--- config.mk ---
export PLATFORM = sky130hd
export DESIGN_NAME = pipe_ctrl
export DESIGN_NICKNAME = d
export VERILOG_FILES = /design/src/rtl/pipe_ctrl_pkg.sv /design/src/rtl/pipe_ctrl_mem_wait_timer.sv /design/src/rtl/pipe_ctrl.sv
export SDC_FILE = /design/constraint.sdc
export NUM_CORES = 1
export LEC_CHECK = 0
export ABC_AREA = 1
export CAP_MARGIN = 20
export CORE_UTILIZATION = 37
export CTS_CLUSTER_SIZE = 28
export DETAILED_ROUTE_END_ITERATION = 10
export PLACE_DENSITY_LB_ADDON = 0.05
export SLEW_MARGIN = 30
export SYNTH_ARGS = -nofsm -noshare
export SYNTH_HDL_FRONTEND = slang
export SYNTH_SLANG_ARGS = --single-unit
--- constraint.sdc ---
create_clock -name clk -period 2.5 [get_ports clk]
set_input_delay 0.375 -clock clk [delete_from_list [all_inputs] [get_ports clk]]
set_output_delay 0.375 -clock clk [all_outputs]
set_load 0.05 [all_outputs]
--- src/rtl/pipe_ctrl_pkg.sv ---
// pipe_ctrl_pkg: shared state encodings, stage indices and hold/NOP mask helpers for pipe_ctrl
package pipe_ctrl_pkg;
  typedef enum logic [2:0] {
    ST_RUN      = 3'd0,
    ST_MEM_WAIT = 3'd1,
    ST_HALT     = 3'd2,
    ST_STEP     = 3'd3,
    ST_ERR      = 3'd4
  } state_t;
  localparam int STG_PC    = 0;
  localparam int STG_IFID  = 1;
  localparam int STG_IDEX  = 2;
  localparam int STG_EXMEM = 3;
  localparam int STG_MEMWB = 4;
  localparam logic [31:0] NOP_INSN = 32'h0000_0013;
  function automatic logic [4:0] hold_thru(input int stg);
    return 5'((1 << (stg + 1)) - 1);
  endfunction
  function automatic logic [3:0] nop_into(input int stg);
    return 4'(1 << (stg - 1));
  endfunction
endpackage

--- src/rtl/pipe_ctrl_mem_wait_timer.sv ---
// mem_wait_timer: counts consecutive data-RAM wait cycles and flags the last allowed one
module mem_wait_timer #(
  parameter int MEM_TIMEOUT = 64
) (
  input  logic clk,
  input  logic rst,
  input  logic clr,
  input  logic en,
  output logic term
);
  localparam int W = $clog2(MEM_TIMEOUT);
  logic [W-1:0] cnt;
  // clear wins over enable
  always_ff @(posedge clk)
    cnt <= (rst || clr) ? '0 : en ? cnt + W'(1) : cnt;
  assign term = cnt == W'(MEM_TIMEOUT - 1);
endmodule

--- src/rtl/pipe_ctrl.sv ---
// pipe_ctrl: stall/bubble sequencer for the 5-stage pipeline with RAM-wait timeout and debug halt/step
import pipe_ctrl_pkg::*;
module pipe_ctrl #(
  parameter int MEM_TIMEOUT = 64,
  parameter int CNT_W       = 16
) (
  input  logic             clk,
  input  logic             rst,
  input  logic             load_use,
  input  logic             jump_reg,
  input  logic             mem_req,
  input  logic             mem_ready,
  input  logic             dbg_halt,
  input  logic             dbg_step,
  output logic [4:0]       stall,
  output logic [3:0]       bubble,
  output logic             halted,
  output logic             mem_err,
  output logic [CNT_W-1:0] stall_cnt
);
  state_t state, state_nxt;
  logic step_pend, step_pend_nxt;
  logic tmr_clr, tmr_en, tmr_term, mem_hold;
  mem_wait_timer #(.MEM_TIMEOUT(MEM_TIMEOUT)) u_timer (
    .clk  (clk),
    .rst  (rst),
    .clr  (tmr_clr),
    .en   (tmr_en),
    .term (tmr_term)
  );
  // state, return-to-halt flag for a stepped RAM wait, saturating stall counter
  always_ff @(posedge clk) begin
    if (rst) begin
      state     <= ST_RUN;
      step_pend <= 1'b0;
      stall_cnt <= '0;
    end else begin
      state     <= state_nxt;
      step_pend <= step_pend_nxt;
      if (stall[STG_PC] && state != ST_HALT && state != ST_ERR && stall_cnt != '1)
        stall_cnt <= stall_cnt + CNT_W'(1);
    end
  end
  // hold/NOP outputs and next state from state and hazard inputs
  always_comb begin
    mem_hold      = (state == ST_MEM_WAIT) ? !mem_ready : (mem_req && !mem_ready);
    stall         = '0;
    bubble        = '0;
    state_nxt     = state;
    step_pend_nxt = step_pend;
    tmr_clr       = 1'b1;
    tmr_en        = 1'b0;
    if (state == ST_HALT || state == ST_ERR)
      stall = hold_thru(STG_MEMWB);
    else if (mem_hold) begin
      stall  = hold_thru(STG_EXMEM);
      bubble = nop_into(STG_MEMWB);
    end else if (load_use) begin
      stall  = hold_thru(STG_IFID);
      bubble = nop_into(STG_IDEX);
    end else if (jump_reg)
      bubble = nop_into(STG_IFID);
    case (state)
      ST_RUN, ST_STEP:
        if (mem_hold) begin
          state_nxt     = ST_MEM_WAIT;
          step_pend_nxt = state == ST_STEP;
          tmr_clr       = 1'b0;
          tmr_en        = 1'b1;
        end else if (state == ST_STEP || dbg_halt)
          state_nxt = ST_HALT;
      ST_MEM_WAIT:
        if (mem_ready) begin
          state_nxt     = step_pend ? ST_HALT : ST_RUN;
          step_pend_nxt = 1'b0;
        end else if (tmr_term)
          state_nxt = ST_ERR;
        else begin
          tmr_clr = 1'b0;
          tmr_en  = 1'b1;
        end
      ST_HALT: state_nxt = dbg_step ? ST_STEP : dbg_halt ? ST_HALT : ST_RUN;
      default: state_nxt = ST_ERR;
    endcase
    if (rst) begin
      stall  = '0;
      bubble = '0;
    end
  end
  assign halted  = !rst && state == ST_HALT;
  assign mem_err = !rst && state == ST_ERR;
endmodule

* Yosys cells after proc, flatten, opt, wreduce, memory -nomap -nowiden
Cells that the tools add are included.
** Storage, ports and cells
- Input bits :: 8
- Output and inout bits :: 27
- Logic and storage cells :: 63
- Bits in registers :: 26
** Operators by class
- Muxes and demuxes :: 29
- Reductions and logical operators :: 16
- Add/sub/neg operators :: 2
- Eq/ne operators :: 12
** Operator list (number)
- $add A16 B1 Y16 const B :: 1
- $mux W4 :: 4
- $ne A16 B16 Y1 const B :: 1
- $mux W3 :: 4
- $mux W1 :: 10
- $mux W2 :: 5
- $mux W5 :: 2
- $ne A3 B3 Y1 const B :: 3
- $pmux W3 S3 :: 1
- $add A6 B1 Y6 const B :: 1
- $eq A3 B2 Y1 const B :: 2
- $eq A6 B6 Y1 const B :: 1
- $logic_and A1 B1 Y1 :: 6
- $pmux W1 S2 :: 3
- $ne A2 B2 Y1 const B :: 2
- $eq A3 B1 Y1 const B :: 1
- $eq A3 B3 Y1 const B :: 1
- $logic_not A3 Y1 :: 1
- $logic_or A1 B1 Y1 :: 3
- $ne A3 B2 Y1 const B :: 1
- $reduce_and A3 Y1 :: 1
- $logic_not A1 Y1 :: 2
- $reduce_and A2 Y1 :: 1
- $reduce_bool A2 Y1 :: 1
- $reduce_or A2 Y1 :: 1

* Logic depth before layout (Yosys ltp)
- Depth in word-level cells :: 9
- Mapped depth :: 9
- Gate-level depth less buffers :: 9

* Hierarchy
A second synthesis with hierarchy kept.
** Second synthesis, totals
- Cells, all modules :: 233
- Area total of the unflattened synthesis :: 1709.1 um2
** Modules (own cells, without submodules)
- pipe_ctrl :: cells an instance 196, seq. area each 400.4 um2, times used 1, area an instance 1441.4 um2
- mem_wait_timer :: cells an instance 37, seq. area each 120.1 um2, times used 1, area an instance 267.8 um2

* Least setup slack after synthesis
Ideal clock, no wire load.
- Path kind :: flip-flop to output port
- Start :: reg state[2]
- End :: out stall[1]
- Path slack :: 0.091 ns
- Data required time :: 2.125 ns
- Cell stages (with the launch flop) :: 9
- Arrival time :: 2.034 ns
- Buffers on the path :: 1
- Cell sequence :: dfxtp_1 > nor2_2 > nand3_2 > nand2_1 > inv_1 > nand2_1 > inv_1 > a21oi_1 > buf_4
** On the way
- Cells in the longest elaborated chain, start to end :: 5
** RTL lines
- start, declared :: line pipe_ctrl.sv:21 : state_t state, state_nxt;
- start signal, assigned :: line pipe_ctrl.sv:38 : state <= state_nxt;
- $eq A3 B1 Y1 :: line pipe_ctrl.sv:46 : mem_hold = (state == ST_MEM_WAIT) ? !mem_ready : (mem_req && !mem_ready);
- $mux W1 :: line pipe_ctrl.sv:46
- $mux W4 :: line pipe_ctrl.sv:55 : else if (mem_hold) begin
- $mux W5 * :: line pipe_ctrl.sv:53 : if (state == ST_HALT || state == ST_ERR)
- $mux W5 * :: line pipe_ctrl.sv:85 : if (rst) begin
- end, declared :: line pipe_ctrl.sv:15 : output logic [4:0] stall,
Every way passes the cells marked *; elsewhere a longest branch is shown, timed or not.

* Worst setup path in the final report
- Start :: in mem_ready
- End :: out stall[0]
** On the way
- Cells in the longest elaborated chain, start to end :: 6
** RTL lines
- start, declared :: line pipe_ctrl.sv:12 : input logic mem_ready,
- $logic_not A1 Y1 * :: line pipe_ctrl.sv:46
- $logic_and A1 B1 Y1 :: line pipe_ctrl.sv:46
- $mux W1 * :: line pipe_ctrl.sv:46
- $mux W4 * :: line pipe_ctrl.sv:55
- $mux W5 * :: line pipe_ctrl.sv:53
- $mux W5 * :: line pipe_ctrl.sv:85
Marked as above.

==> flow_metrics.py <==
metrics = {
    "synth": {
        "synth_compound_area_frac": 0.109,
        "syn_nets": 249,
        "avgSynthCellArea_um2": 6.99,
        "synth_xor_area_frac": 0.0786,
        "yosys_warnings": 0,
        "synth_cell_types": 31,
        "yosys.area_share.simple": 0.393,
        "synthMuxAreaShare": 0,
        "syn_area_mm2": 0.00167,
        "synth_adder_area_share": 0.0150,
        "ys_ff_latch": 26,
        "syn_inst": 239,
        "synth_top_family_by_area": "simple AND/OR/NAND/NOR gates",
        "seq_area_frac_synth": 0.311,
    },
    "cts": {
        "cts_setup_buffers": 0,
        "cts_resized": 0,
        "cts_tree": "built",
        "max-clock-path-buffers": 2,
        "hold_buffers": 0,
        "cts_root_buf": "clkbuf_8",
        "cts.clk_slew.worst_paths_ns": 0.08,
        "clk_latency_ns": 0.27,
        "h-tree-depth": 1,
        "cts_buffers": 3,
        "clock-sinks": 26,
    },
    "global_route": {
        "gr-total-overflow": 0,
        "grt_max_degree": 24,
        "grt_util_met2": 0.293,
        "grt_use_met3": 0.0320,
        "grt.total_usage": 0.169,
        "grt_pass1_wl_mm": 6.67,
        "gr-max-usage-layer": "met2",
        "met1_usage": 0.211,
        "grt_pass1_vias": 1485,
        "antenna_found_initial": 0,
    },
    "die": {
        "core_region_area_mm2": 0.00435,
        "die-area_mm2": 0.00479,
        "die-width_um": 69.2,
        "placementRows": 24,
        "ioPinCount": 35,
        "die_y_um": 69.2,
        "start_util": 0.384,
    },
    "placement": {
        "placed_cells": 317,
        "gp_congestion": 0.855,
        "place_hpwl_mm": 2.91,
        "portBuffers": 33,
    },
    "sta": {
        "period_needed_ns": 2.27,
        "tightest_slew_ns": 0.504,
        "relSlewSlack": 0.663,
        "setup_violations": 0,
        "maxSlewViolCount": 0,
        "rsz0062_at_grt": "false",
        "finalHoldWorstSlack_ns": 0.472,
        "fin_tns_setup_ns": 0,
        "finalCritPeriodShare": 0.908,
        "fin_worst_skew_ns": 0.00478,
        "max_freq_mhz": 440,
        "hold_viol": 0,
    },
    "cells_and_area": {
        "nFillCells": 455,
        "final_cell_mix": "56 x nand2_1, 28 x nor2_1, 26 x dfxtp_1",
        "finalNonFillerCells": 320,
        "final_nets": 280,
        "n_antenna_cell": 0,
        "drive_above_1_share": 0.175,
        "layout_commonest_cell": "nand2_1",
        "area_delta_synth_final_pct": 29.3,
    },
    "setup_path": {
        "critPathLaunch": "mem_ready",
        "cp-end-kind": "output port",
        "r2r_end": "stall_cnt[4]",
        "r2r_setup_slack_ns": 0.66,
        "reg2regPathDepth": 7,
        "cp-start-kind": "input port",
        "r2r_start": "stall_cnt[0]",
        "criticalPathCategory": "input port to output port",
        "cp-endpoint": "stall[0]",
        "arrival_ns": 1.90,
        "worst-endpoint-required_ns": 2.12,
        "worstPathMaxFanout": 4,
    },
    "power_and_ir_drop": {
        "powerDensity_mw_per_mm2": 546,
        "comb_power_share": 0.413,
        "power_switching_uw": 459,
        "clkPwrFrac": 0.197,
        "ir_worst_vdd_mv": 0.285,
        "p_int_uw": 722,
        "p_leak_uw": 0.000815,
        "seqPwrFrac": 0.390,
        "switching_share": 0.389,
    },
    "drt": {
        "wl_per_cell_um": 11.9,
        "antenna_left": 0,
        "viasPerCell": 4.83,
        "drc": 0,
        "dr.pass1.iters": 4,
        "vias": 1544,
        "drtIter0Drc": 68,
        "wl_mm": 3.80,
    },
    "outcome": {
        "run_status": "finished, final reports clean",
    },
    "min_path": {
        "hold_class": "flop to flop",
    },
    "job": {
        "maxCapViolations": 0,
    },
}
==> per-stage QoR <==
stage / total power, uW / util / worst slack [ns] / area, um2
3_5_place_dp: 964 / 0.487 / 0.219 / 2120
2_1_floorplan: 803 / - / 0.0913 / 1670
5_1_grt: 1250 / 0.497 / 0.104 / 2160
4_1_cts: 1200 / 0.497 / 0.224 / 2160
3_3_place_gp: 965 / 0.487 / 0.262 / 2120
6_report: 1180 / 0.497 / 0.229 / 2160
==> cells by family (layout without fill, tap and decap cells) <==
kind of cell | count (synthesis) | after routing
other cells | 1 | 1
xor+xnor | 15 | 15
simple gates | 136 | 136
buf+inv | 32 | 61
flops | 26 | 26
fa+ha+maj | 2 | 2
compound gates | 27 | 27
==> cells in the mapped netlist (all sizes together) <==
cell    instances  area share
nand2          66        0.16
nor2           31       0.077
dfxtp          26        0.31
nand3          25       0.094
a21oi          22       0.084
inv            22       0.049
xnor2           8       0.042
buf             7       0.032
nand4           7       0.030
xor2            7       0.037
nor3            4       0.015
o21ai           4       0.012
clkbuf          2      0.0045
ha              2       0.015
nand3b          2      0.0090
clkinv          1      0.0052
conb            1      0.0022
nor3b           1      0.0045
o31ai           1       0.013
==> registers in the layout, summed over array words and instances (netlist names) <==
signal	cells
stall_cnt	16
u_timer.cnt	6
state	3
step_pend	1
==> critical path, stage by stage <==
cell and delay [ns]:
clkdlybuf4s50_1 0.39, inv_1 0.11, nand3_2 0.13, nand2_1 0.10, inv_1 0.06, nand2_1 0.10
inv_1 0.06, a21oi_1 0.37, buf_12 0.20
==> power groups by stage <==
stage	sequential, uW	combinational (uW)	clock (uW)
global route	465	529	260
CTS	461	494	247
finish	460	487	233
floorplan	484	319	0
global placement	471	494	0
detailed placement	470	493	0
==> area by class of cell <==
cell class / count / area (um2) / share of cell area
inverter: 23 / 91.3 / 0.0422
timing repair buffer: 35 / 445 / 0.206
clock buffer: 3 / 41.3 / 0.0191
multi-input combinational: 181 / 998 / 0.462
sequential: 26 / 520 / 0.241
tap: 52 / 65.1 / 0.0301
==> how the worst min path moves through the flow <==
stage	startpoint	endpoint	cells past startpoint
4_1_cts	step_pend	step_pend	2
2_1_floorplan	step_pend	step_pend	2
5_1_grt	step_pend	step_pend	2
6_report	step_pend	step_pend	2
3_3_place_gp	step_pend	step_pend	2
3_5_place_dp	step_pend	step_pend	2
==> layer usage <==
layer / part of all wire / routed length, um / up-vias
met5: 0 / 0 / -
met1: 0.46 / 1730 / 701
li1: - / - / 822
met2: 0.51 / 1940 / 16
met3: 0.018 / 68 / 5
met4: 0.014 / 55 / 0
No activity file was read; power rests on OpenSTA's default activity.
==> RTL edit 1: new RTL, same flow settings <==
The 5 states of `state_t` get a one-hot encoding in 5 bits.
--- a/src/rtl/pipe_ctrl_pkg.sv
+++ b/src/rtl/pipe_ctrl_pkg.sv
@@ -1,10 +1,10 @@
 // pipe_ctrl_pkg: shared state encodings, stage indices and hold/NOP mask helpers for pipe_ctrl
 package pipe_ctrl_pkg;
-  typedef enum logic [2:0] {
-    ST_RUN      = 3'd0,
-    ST_MEM_WAIT = 3'd1,
-    ST_HALT     = 3'd2,
-    ST_STEP     = 3'd3,
-    ST_ERR      = 3'd4
+  typedef enum logic [4:0] {
+    ST_RUN      = 5'b00001,
+    ST_MEM_WAIT = 5'b00010,
+    ST_HALT     = 5'b00100,
+    ST_STEP     = 5'b01000,
+    ST_ERR      = 5'b10000
   } state_t;
   localparam int STG_PC    = 0;
Check against the original RTL: no difference found for any inputs over 10 cycles, from zero or initial values and one cycle with rst high; not proved beyond that.
==> RTL edit 1 against the unedited design <==
- the run now ends with DRC left
- cell area increased by 4.3%
- power decreased by 18%
- routed wire length increased by 5.4%
- clock power increased by 7%
- synthesized area increased by 6.0%
- worst setup slack got worse by 0.031 ns
- clock skew increased by 0.0013 ns
- sequential cell count increased by 2
- largest power group is now sequential cells
==> RTL edit 1: results <==
export IMPL_fill_cells=470
export IMPL_vias_per_cell=4.892
export IMPL_synth_common_cells="54 x nand2_1, 28 x dfxtp_1, 26 x inv_1"
export IMPL_crit_path_max_fanout=7
export IMPL_synth_nets=260
export IMPL_syn_inst=250
export IMPL_n_all_inverters=28
export IMPL_hold_worst_slack_ns=0.5014
export IMPL_dr_pass1_iters=7
export IMPL_seq_area_frac_synth_pct=31.64
export IMPL_ir_worst_vdd_mv=0.3005
export IMPL_ys_ff_latch=28
export IMPL_worst_path_largest_cell_delay_ns=0.44
export IMPL_vias=1624
export IMPL_power_density_nw_per_um2=427.3
export IMPL_arrival_ns=1.93
export IMPL_status="finished with violations"
export IMPL_antenna_found_initial=0
export IMPL_clock_power_mw=0.250
export IMPL_placed_area_um2=2213
export IMPL_violations="DRC"
export IMPL_synth_compound_area_share_pct=9.110
export IMPL_place_congestion=0.7743
export IMPL_yosysUniqueCellTypes=28
export IMPL_reg_top3="stall_cnt x16, u_timer.cnt x6, state x5"
export IMPL_dpl_cell_count=329
export IMPL_skew_ns=0.006056
export IMPL_ys_top_cells_by_area="dfxtp_1 32%, nand2_1 11%, nand3_1 6.8%"
export IMPL_grt_max_degree=17
export IMPL_grt_pass1_vias=1536
export IMPL_dp_hpwl_mm=3.054
export IMPL_pg_seq_mw=0.466
export IMPL_num_antenna_cells=0
export IMPL_cell_internal_pwr_mw=0.6538
export IMPL_nonClkBufAreaFrac_pct=19.20
export IMPL_sh_seq_area_pct=24.86
export IMPL_multi_input_area_share_pct=46.56
export IMPL_synthMuxAreaShare_pct=0
export IMPL_clkCellAreaFrac_pct=1.831
export IMPL_hold_path_class="reg2reg"
export IMPL_grt_pass1_wl_mm=6.865
export IMPL_worst_pin_slew_ns=0.5037
export IMPL_cts_resized=0
export IMPL_layout_drive_gt1_share_pct=19.29
export IMPL_rrSetupSlack_ns=0.78
export IMPL_wire_per_inst_um=12.07
export IMPL_grt_use_total_pct=16.82
export IMPL_multi_input_gates=186
export IMPL_fp_dieArea_um2=5069
export IMPL_fin_nets=292
export IMPL_synth_fa_ha_area_share_pct=1.412
export IMPL_drc=4
export IMPL_synthXorXnorAreaFrac_pct=7.910
export IMPL_power_leakage_nw=0.8614
export IMPL_drt_iter0_drc=66
==> RTL edit 1: cell types whose count changed in the layout (fill, tap and decap cells not counted), moves of 3 or more <==
cell / delta
inv_1: +6
nand3_1: +4
nor3_1: +6
o21ai_0: -3
nand2_2: +3
nor2_1: -8
==> RTL edit 1: metal layers <==
layer  global-route usage [%]  vias up  wire length, um
li1                         -      865                -
met1                    21.03      723             1830
met2                    28.99       32             1968
met3                    4.131        4              165
met4                    4.000        0               42
met5                        0        -                0
==> RTL edit 1: through the flow <==
stage,setup WS [ns],power (mW)
finish,0.1983,0.9634
global route,0.02086,1.016
CTS,0.1870,0.9829
detailed placement,0.2143,0.7259
global placement,0.2244,0.7271
floorplan,0.05188,0.6454
==> RTL edit 1: path summary, 6_finish.rpt <==
kind	startpoint	endpoint	cells after the start
worst min-delay path	step_pend	step_pend	2
worst max register to register	stall_cnt[0]	stall_cnt[7]	7
worst max-delay path	mem_ready	stall[1]	7
worst min register to register	step_pend	step_pend	2
==> RTL edit 2: new RTL, same settings <==
Without the edit above. `MEM_TIMEOUT` is set to 64 in 2 places; all go to 256.
--- a/src/rtl/pipe_ctrl_mem_wait_timer.sv
+++ b/src/rtl/pipe_ctrl_mem_wait_timer.sv
@@ -1,5 +1,5 @@
 // mem_wait_timer: counts consecutive data-RAM wait cycles and flags the last allowed one
 module mem_wait_timer #(
-  parameter int MEM_TIMEOUT = 64
+  parameter int MEM_TIMEOUT = 256
 ) (
   input  logic clk,
--- a/src/rtl/pipe_ctrl.sv
+++ b/src/rtl/pipe_ctrl.sv
@@ -2,5 +2,5 @@
 import pipe_ctrl_pkg::*;
 module pipe_ctrl #(
-  parameter int MEM_TIMEOUT = 64,
+  parameter int MEM_TIMEOUT = 256,
   parameter int CNT_W       = 16
 ) (
Check against the original RTL: no difference found for any inputs over 10 cycles, from zero or initial values and one cycle with rst high; that may be too few to reach the edited logic, so the function may still have changed.
==> RTL edit 2 against the unedited design <==
- highest routed layer unchanged
- non-clock buffer count grew 1
- cell area grew 6.3%
- synthesized area grew 6.4%
- worst hold slack lost 0.0019 ns
- sequential cell count grew 2
- power grew 11%
- the flow now finishes with violations (DRC)
- worst setup slack lost 0.054 ns
- routed wire length grew 9.3%
==> RTL edit 2: results <==
export IMPL_synth_nets=270
export IMPL_dp_hpwl_mm=3.202
export IMPL_grt_max_degree=17
export IMPL_fin_nets=302
export IMPL_synthXorXnorAreaFrac_pct=6.399
export IMPL_layout_drive_gt1_share_pct=18.21
export IMPL_dr_pass1_iters=7
export IMPL_grt_pass1_vias=1635
export IMPL_grt_use_total_pct=18.23
export IMPL_skew_ns=0.004623
export IMPL_wire_per_inst_um=12.12
export IMPL_drc=2
export IMPL_synth_fa_ha_area_share_pct=1.406
export IMPL_violations="DRC"
export IMPL_yosysUniqueCellTypes=33
export IMPL_r2r_end="u_timer.cnt[3]"
export IMPL_fill_cells=456
export IMPL_synth_common_cells="65 x nand2_1, 28 x dfxtp_1, 28 x nor2_1"
export IMPL_reg_top3="stall_cnt x16, u_timer.cnt x8, state x3"
export IMPL_worst_path_largest_cell_delay_ns=0.43
export IMPL_worst_pin_slew_ns=0.5116
export IMPL_clk_pin_slew_ns=0.10
export IMPL_vias=1684
export IMPL_r2r_start="u_timer.cnt[1]"
export IMPL_place_congestion=0.8245
export IMPL_ys_top_cells_by_area="dfxtp_1 32%, nand2_1 14%, nor2_1 5.9%"
export IMPL_seq_area_frac_synth_pct=31.50
export IMPL_status="finished with violations"
export IMPL_arrival_ns=1.95
export IMPL_endpoint="stall[1]"
## RTL edit 2: layout make-up
| type | count | area (um2) | area share [%] |
|---|---|---|---|
| inverters | 25 | 95.09 | 4.137 |
| well taps | 52 | 65.06 | 2.831 |
| multi-input cells | 198 | 1054 | 45.84 |
| repair buffers | 36 | 452.9 | 19.71 |
| clock inverters | 1 | 30.03 | 1.306 |
| clock buffers | 3 | 41.29 | 1.796 |
| flip-flops and latches | 28 | 560.5 | 24.39 |
## RTL edit 2: where the power goes
part	internal, mW	switching, mW
clock	0.215	0.147
combinational	0.167	0.296
sequential	0.464	0.0237
total	0.846	0.467
## RTL edit 2: kinds of logic after synthesis
logic type | Yosys count
and+or+nand+nor | 152
buffers and inverters | 34
AOI/OAI and AO/OA | 30
DFF | 28
xor gates and xnor gates | 13
adders and majority gates | 2
other | 1
## RTL edit 2: worst min-delay path: cells and delay by family, from the launching register on
family	cells	cell delay (ns)
DFF	1	0.32
and+or+nand+nor	1	0.06
AOI/OAI and AO/OA	1	0.05
## RTL edit 2: metal layers
layer	global-route usage (%)	up-vias	part of all wire, %
li1	-	899	-
met1	21.68	759	45
met2	33.97	22	52
met3	3.235	4	2.5
met4	4.000	0	0.87
met5	0	-	0
## RTL edit 2: per-stage QoR
step | setup slack [ns] | util, % | area (um2) | total power [mW] | instances
after detailed placement | 0.1975 | 49.78 | 2227 | 0.9638 | 339
after global placement | 0.2379 | 49.78 | 2227 | 0.9640 | 339
final | 0.1747 | 51.37 | 2298 | 1.314 | 343
after CTS | 0.1944 | 51.37 | 2298 | 1.331 | 343
after floorplan | 0.05970 | - | 1779 | 0.8183 | 260
after global routing | 0.03828 | 51.37 | 2298 | 1.384 | 343
